===== config.mk =====
export PLATFORM = sky130hd
export DESIGN_NAME = cache_mem_arbiter
export DESIGN_NICKNAME = d
export VERILOG_FILES = /design/src/rtl/cache_arb_pkg.sv /design/src/rtl/cache_wr_buf.sv /design/src/rtl/cache_mem_arbiter.sv
export SDC_FILE = /design/constraint.sdc
export NUM_CORES = 1
export LEC_CHECK = 0
export CAP_MARGIN = 5
export CORE_AREA = 2 2 167 169
export DETAILED_ROUTE_END_ITERATION = 10
export DIE_AREA = 0 0 169 171
export PLACE_DENSITY = 0.72
export SYNTH_ARGS = -nofsm -noshare
export SYNTH_HDL_FRONTEND = slang
export SYNTH_SLANG_ARGS = --single-unit

===== constraint.sdc =====
create_clock -name clk -period 27.9 [get_ports clk]
set_input_delay 4.185 -clock clk [delete_from_list [all_inputs] [get_ports clk]]
set_output_delay 4.185 -clock clk [all_outputs]
set_load 0.02 [all_outputs]

===== src/rtl/cache_arb_pkg.sv =====
// Shared types and line-geometry helpers for the cache/memory arbiter.
// Imported by the arbiter top and its write buffer.
package cache_arb_pkg;

    // Line size code is log2 of the line length in bytes (16-byte lines).
    localparam logic [2:0]  LINE_TYPE  = 3'b100;
    localparam int          LINE_OFF_W = int'(LINE_TYPE);
    localparam logic [31:0] LINE_MASK  = ~((32'd1 << LINE_OFF_W) - 32'd1);

    typedef enum logic [1:0] {
        R_IDLE = 2'd0,
        R_REQ  = 2'd1,
        R_DATA = 2'd2
    } rd_state_t;

    typedef enum logic {
        OWN_IC = 1'b0,
        OWN_DC = 1'b1
    } owner_t;

    function automatic logic [31:0] line_addr(input logic [31:0] a);
        return a & LINE_MASK;
    endfunction

    function automatic logic same_line(input logic [31:0] a, input logic [31:0] b);
        return ((a ^ b) & LINE_MASK) == 32'd0;
    endfunction

endpackage


===== src/rtl/cache_wr_buf.sv =====
// One-entry dcache write-back buffer: captures a dirty line when empty and
// presents it to the memory bridge until accepted.
module cache_wr_buf
    import cache_arb_pkg::*;
(
    input  logic         clk,
    input  logic         rst,
    input  logic         wr_req,
    input  logic [31:0]  wr_addr,
    input  logic [127:0] wr_data,
    output logic         wr_rdy,
    output logic         buf_valid,
    output logic [31:0]  buf_addr,
    output logic [127:0] buf_data,
    input  logic         mem_wr_rdy
);

    assign wr_rdy = ~buf_valid;

    always_ff @(posedge clk) begin
        if (rst) begin
            buf_valid <= 1'b0;
        end else if (wr_req && wr_rdy) begin
            buf_valid <= 1'b1;
        end else if (mem_wr_rdy && buf_valid) begin
            buf_valid <= 1'b0;
        end
    end

    // NOTE: payload registers carry no reset; buf_valid alone qualifies them.
    always_ff @(posedge clk) begin
        if (wr_req && wr_rdy) begin
            buf_addr <= line_addr(wr_addr);
            buf_data <= wr_data;
        end
    end

endmodule


===== src/rtl/cache_mem_arbiter.sv =====
// Arbitrates icache/dcache line reads onto one memory read channel (one read
// outstanding) and forwards dcache write-backs through a one-entry buffer.
module cache_mem_arbiter
    import cache_arb_pkg::*;
(
    input  logic         clk,
    input  logic         rst,
    input  logic         ic_rd_req,
    input  logic [31:0]  ic_rd_addr,
    output logic         ic_rd_rdy,
    output logic         ic_ret_valid,
    output logic         ic_ret_last,
    input  logic         dc_rd_req,
    input  logic [31:0]  dc_rd_addr,
    output logic         dc_rd_rdy,
    output logic         dc_ret_valid,
    output logic         dc_ret_last,
    input  logic         dc_wr_req,
    input  logic [31:0]  dc_wr_addr,
    input  logic [127:0] dc_wr_data,
    output logic         dc_wr_rdy,
    output logic         mem_rd_req,
    output logic [31:0]  mem_rd_addr,
    input  logic         mem_rd_rdy,
    input  logic         mem_ret_valid,
    input  logic         mem_ret_last,
    output logic         mem_wr_req,
    output logic [31:0]  mem_wr_addr,
    output logic [127:0] mem_wr_data,
    input  logic         mem_wr_rdy
);

    rd_state_t    state_q, state_d;
    owner_t       owner_q, last_grant_q, grant_owner;
    logic [31:0]  rd_addr_q;
    logic         wb_rdy, wb_valid, wb_cap;
    logic [31:0]  wb_addr;
    logic [127:0] wb_data;
    logic         ic_hit, dc_hit, ic_elig, dc_elig, grant_any;

    cache_wr_buf u_wr_buf (
        .clk        (clk),
        .rst        (rst),
        .wr_req     (dc_wr_req),
        .wr_addr    (dc_wr_addr),
        .wr_data    (dc_wr_data),
        .wr_rdy     (wb_rdy),
        .buf_valid  (wb_valid),
        .buf_addr   (wb_addr),
        .buf_data   (wb_data),
        .mem_wr_rdy (mem_wr_rdy)
    );

    // A read may not overtake a write-back to the same line, buffered or arriving now.
    assign wb_cap  = dc_wr_req & wb_rdy;
    assign ic_hit  = (wb_valid & same_line(ic_rd_addr, wb_addr)) |
                     (wb_cap & same_line(ic_rd_addr, dc_wr_addr));
    assign dc_hit  = (wb_valid & same_line(dc_rd_addr, wb_addr)) |
                     (wb_cap & same_line(dc_rd_addr, dc_wr_addr));
    assign ic_elig = ic_rd_req & ~ic_hit;
    assign dc_elig = dc_rd_req & ~dc_hit;
    assign grant_any   = ic_elig | dc_elig;
    assign grant_owner = (dc_elig && (!ic_elig || last_grant_q == OWN_IC)) ? OWN_DC : OWN_IC;

    always_ff @(posedge clk) begin
        if (rst) begin
            state_q <= R_IDLE;
        end else begin
            state_q <= state_d;
        end
    end

    always_ff @(posedge clk) begin
        if (rst) begin
            last_grant_q <= OWN_DC;
        end else if (state_q == R_IDLE && grant_any) begin
            owner_q      <= grant_owner;
            rd_addr_q    <= line_addr(grant_owner == OWN_DC ? dc_rd_addr : ic_rd_addr);
            last_grant_q <= grant_owner;
        end
    end

    // NOTE: every always_comb output gets a default first so no latch is inferred.
    always_comb begin
        state_d = state_q;
        case (state_q)
            R_IDLE:  if (grant_any) state_d = R_REQ;
            R_REQ:   if (mem_rd_rdy) state_d = R_DATA;
            R_DATA:  if (mem_ret_valid && mem_ret_last) state_d = R_IDLE;
            default: state_d = R_IDLE;
        endcase
    end

    always_comb begin
        ic_rd_rdy    = 1'b0;
        ic_ret_valid = 1'b0;
        ic_ret_last  = 1'b0;
        dc_rd_rdy    = 1'b0;
        dc_ret_valid = 1'b0;
        dc_ret_last  = 1'b0;
        dc_wr_rdy    = 1'b0;
        mem_rd_req   = 1'b0;
        mem_rd_addr  = 32'd0;
        mem_wr_req   = 1'b0;
        mem_wr_addr  = 32'd0;
        mem_wr_data  = 128'd0;
        // Everything is held at zero while rst is high, including dc_wr_rdy.
        if (!rst) begin
            dc_wr_rdy  = wb_rdy;
            mem_wr_req = wb_valid;
            if (wb_valid) begin
                mem_wr_addr = wb_addr;
                mem_wr_data = wb_data;
            end
            case (state_q)
                R_REQ: begin
                    mem_rd_req  = 1'b1;
                    mem_rd_addr = rd_addr_q;
                    if (owner_q == OWN_DC) dc_rd_rdy = mem_rd_rdy;
                    else                   ic_rd_rdy = mem_rd_rdy;
                end
                R_DATA: begin
                    if (owner_q == OWN_DC) begin
                        dc_ret_valid = mem_ret_valid;
                        dc_ret_last  = mem_ret_last;
                    end else begin
                        ic_ret_valid = mem_ret_valid;
                        ic_ret_last  = mem_ret_last;
                    end
                end
                default: ;
            endcase
        end
    end

endmodule

==> metrics.csv <==
metric,value,unit
numCtsBuffers,17,
fmax,88.2,MHz
grt_max_degree,138,
start_kind,input port,
grtUsageTotal,0.200,
rsz0062_at_grt,no,
final_area,13800,µm²
drv_cap,0,
dp_hpwl,22.4,mm
period_share,0.406,
cts_root_buffer,clkbuf_16,
ff2ff_path_depth,3,
num_vias,6469,
power.leakage,4.92,nW
die_area,28900,µm²
yosysSeqAreaShare,0.643,
ctsHtreeMaxLevel,4,
portBuffers,413,
wl,30.0,mm
setup_viol,0,
hold_violations,0,
drc,0,
ir_worst_vdd,0.0303,mV
avgSynthCellArea,14.1,µm²
synth_area_leaders,"edfxtp_1, and2_1, xnor2_1",
top_level_ports,434,
worst_pin_slew,1.14,ns
overflow,0,
core,27300,µm²
finalMaxSlewViolations,0,
first_global_vias,6484,
syn_inst,623,
wl_per_cell,21.6,µm
hold_buffers,0,
final_nets,1267,
drtPass1Iterations,5,
place.gp.congestion,0.868,
drtAntennaViolNets,0,
arrival,7.16,ns
cts_tree,done,
path_clk_slew,0.08,ns
hold_path_class,flip-flop to flip-flop,
setup_tns,0,ns
synth_seq_cells,189,
critical_path_required,23.72,ns
hold_depth,2,
layout-drive-gt1-share,0.0689,
vias_per_cell,4.65,
yosys.area.top_type,edfxtp_1,
ys_types,33,
status,completed,
path_class,input port to output pin,
finClkSkew,0.0150,ns
clock_path_buffers,2,
area_growth,57.8,%
antenna_found_initial,0,
synth_warnings,0,
p_per_area,51.4,nW/µm²
die_h,171,µm
fill_cells,2375,
syn-cell-area,8770,µm²
die_x,169,µm
end_kind,output pin,
synth_top_area_share,0.634,
insertion_delay,0.43,ns
rows,61,
ctsResizeCount,0,
clock-sinks,189,
path_max_fanout,137,
min_period,11.34,ns
placed_area,13300,µm²
post_cts.repair.setup_buffers,0,
n_antenna_cell,0,
floorplan.initialDensity,0.321,
slew_headroom,0.240,
grt_first_pass_wirelength,41.8,mm
drt_iter0_markers,360,
cell type report:
| type | count | area (µm²) | share of cell area |
|---|---|---|---|
| Sequential cell | 189 | 5640 | 0.407 |
| Timing Repair Buffer | 421 | 4190 | 0.303 |
| Multi-Input combinational cell | 404 | 3000 | 0.217 |
| Tap cell | 346 | 433 | 0.0313 |
| Clock buffer | 17 | 425 | 0.0307 |
| Clock inverter | 13 | 144 | 0.0104 |
| Inverter | 1 | 3.75 | 0.000271 |
cells in the mapped netlist:
| master | count |
|---|---|
| a211oi_1 | 1 |
| a211o_1 | 1 |
| conb_1 | 1 |
| nor3_1 | 4 |
| clkbuf_1 | 25 |
| and3_1 | 31 |
| o211ai_2 | 1 |
| buf_4 | 8 |
| o41a_1 | 2 |
| dfxtp_1 | 4 |
| o21a_1 | 1 |
| mux2_4 | 9 |
| and2_1 | 160 |
| edfxtp_1 | 185 |
| nor2_1 | 8 |
| a21oi_1 | 2 |
| nand4_1 | 18 |
| or4_4 | 1 |
| nor2b_1 | 3 |
| o21ai_0 | 1 |
| nor3b_1 | 1 |
| nand3_1 | 1 |
| xnor2_1 | 63 |
| xor2_1 | 49 |
| buf_2 | 1 |
| inv_1 | 1 |
| o311a_1 | 1 |
| nor4_1 | 12 |
| mux2_2 | 19 |
| o41ai_4 | 1 |
| or4_1 | 1 |
| buf_6 | 2 |
| nand2_1 | 5 |
where the power goes:
| part | total (mW) | switching [mW] | internal [mW] |
|---|---|---|---|
| Sequential | 0.340 | 0.00650 | 0.334 |
| Combinational | 0.124 | 0.0598 | 0.0644 |
| Clock | 0.247 | 0.114 | 0.132 |
worst max-delay path, stage by stage:
cell and delay, ns:
clkdlybuf4s50_1 0.40, buf_4 0.18, nor2b_4 0.43, buf_4 0.86, and2_1 0.31, clkdlybuf4s50_1 0.63
flip-flops by register name (all words and copies together) (netlist names):
name                cells
state_q                 2
rd_addr_q              28
last_grant_q            1
u_wr_buf.buf_valid      1
owner_q                 1
u_wr_buf.buf_addr      28
u_wr_buf.buf_data     128
logic make-up (layout without fill, tap and decap cells):
group / Yosys count / in the layout / synth area share
multiplexers: 28 / 28 / 0.0398
buffers and inverters: 37 / 452 / 0.0211
AND/OR/NAND/NOR: 245 / 245 / 0.171
XOR/XNOR: 112 / 112 / 0.112
other: 1 / 8 / 0.000428
flip-flops: 189 / 189 / 0.643
AO/OA/AOI/OAI: 11 / 11 / 0.0127
final timing paths:
check | start | end | slack, ns
max reg2reg | u_wr_buf.buf_valid$_SDFFE_PP0P_ | u_wr_buf.buf_data[125]$_DFFE_PP_ | 24.74
min reg2reg | last_grant_q$_SDFFE_PP1P_ | last_grant_q$_SDFFE_PP1P_ | 0.61
max | rst | mem_wr_data[68] | 16.56
min | last_grant_q$_SDFFE_PP1P_ | last_grant_q$_SDFFE_PP1P_ | 0.61
cell usage in the layout (no fill, tap or decap), types with 7 or more instances in the layout:
master	n
clkbuf_16	17
mux2_2	19
conb_1	8
and2_1	160
and3_1	31
xnor2_1	63
nor4_1	12
buf_4	8
clkdlybuf4s50_1	413
mux2_4	9
edfxtp_1	185
xor2_1	49
nor2_1	7
nand4_1	18
through the flow:
step | worst slack [ns] | utilization | power [mW] | std cells | hold slack [ns]
5_1_grt | 16.43 | 0.506 | 0.735 | 1391 | 0.655
3_5_place_dp | 16.55 | 0.485 | 0.471 | 1361 | 0.596
6_report | 16.56 | 0.506 | 0.711 | 1391 | 0.615
4_1_cts | 16.54 | 0.506 | 0.719 | 1391 | 0.617
3_3_place_gp | 16.52 | 0.485 | 0.470 | 1361 | 0.576
2_1_floorplan | 14.90 | - | 0.401 | 630 | 0.515
per-layer routing:
metal,track usage,up-vias,share of wire
met1,0.227,3115,0.38
met4,0.0643,0,0.020
li1,-,3002,-
met5,0,-,0
met2,0.354,323,0.51
met3,0.0664,29,0.090
(Power assumes the default switching activity.)
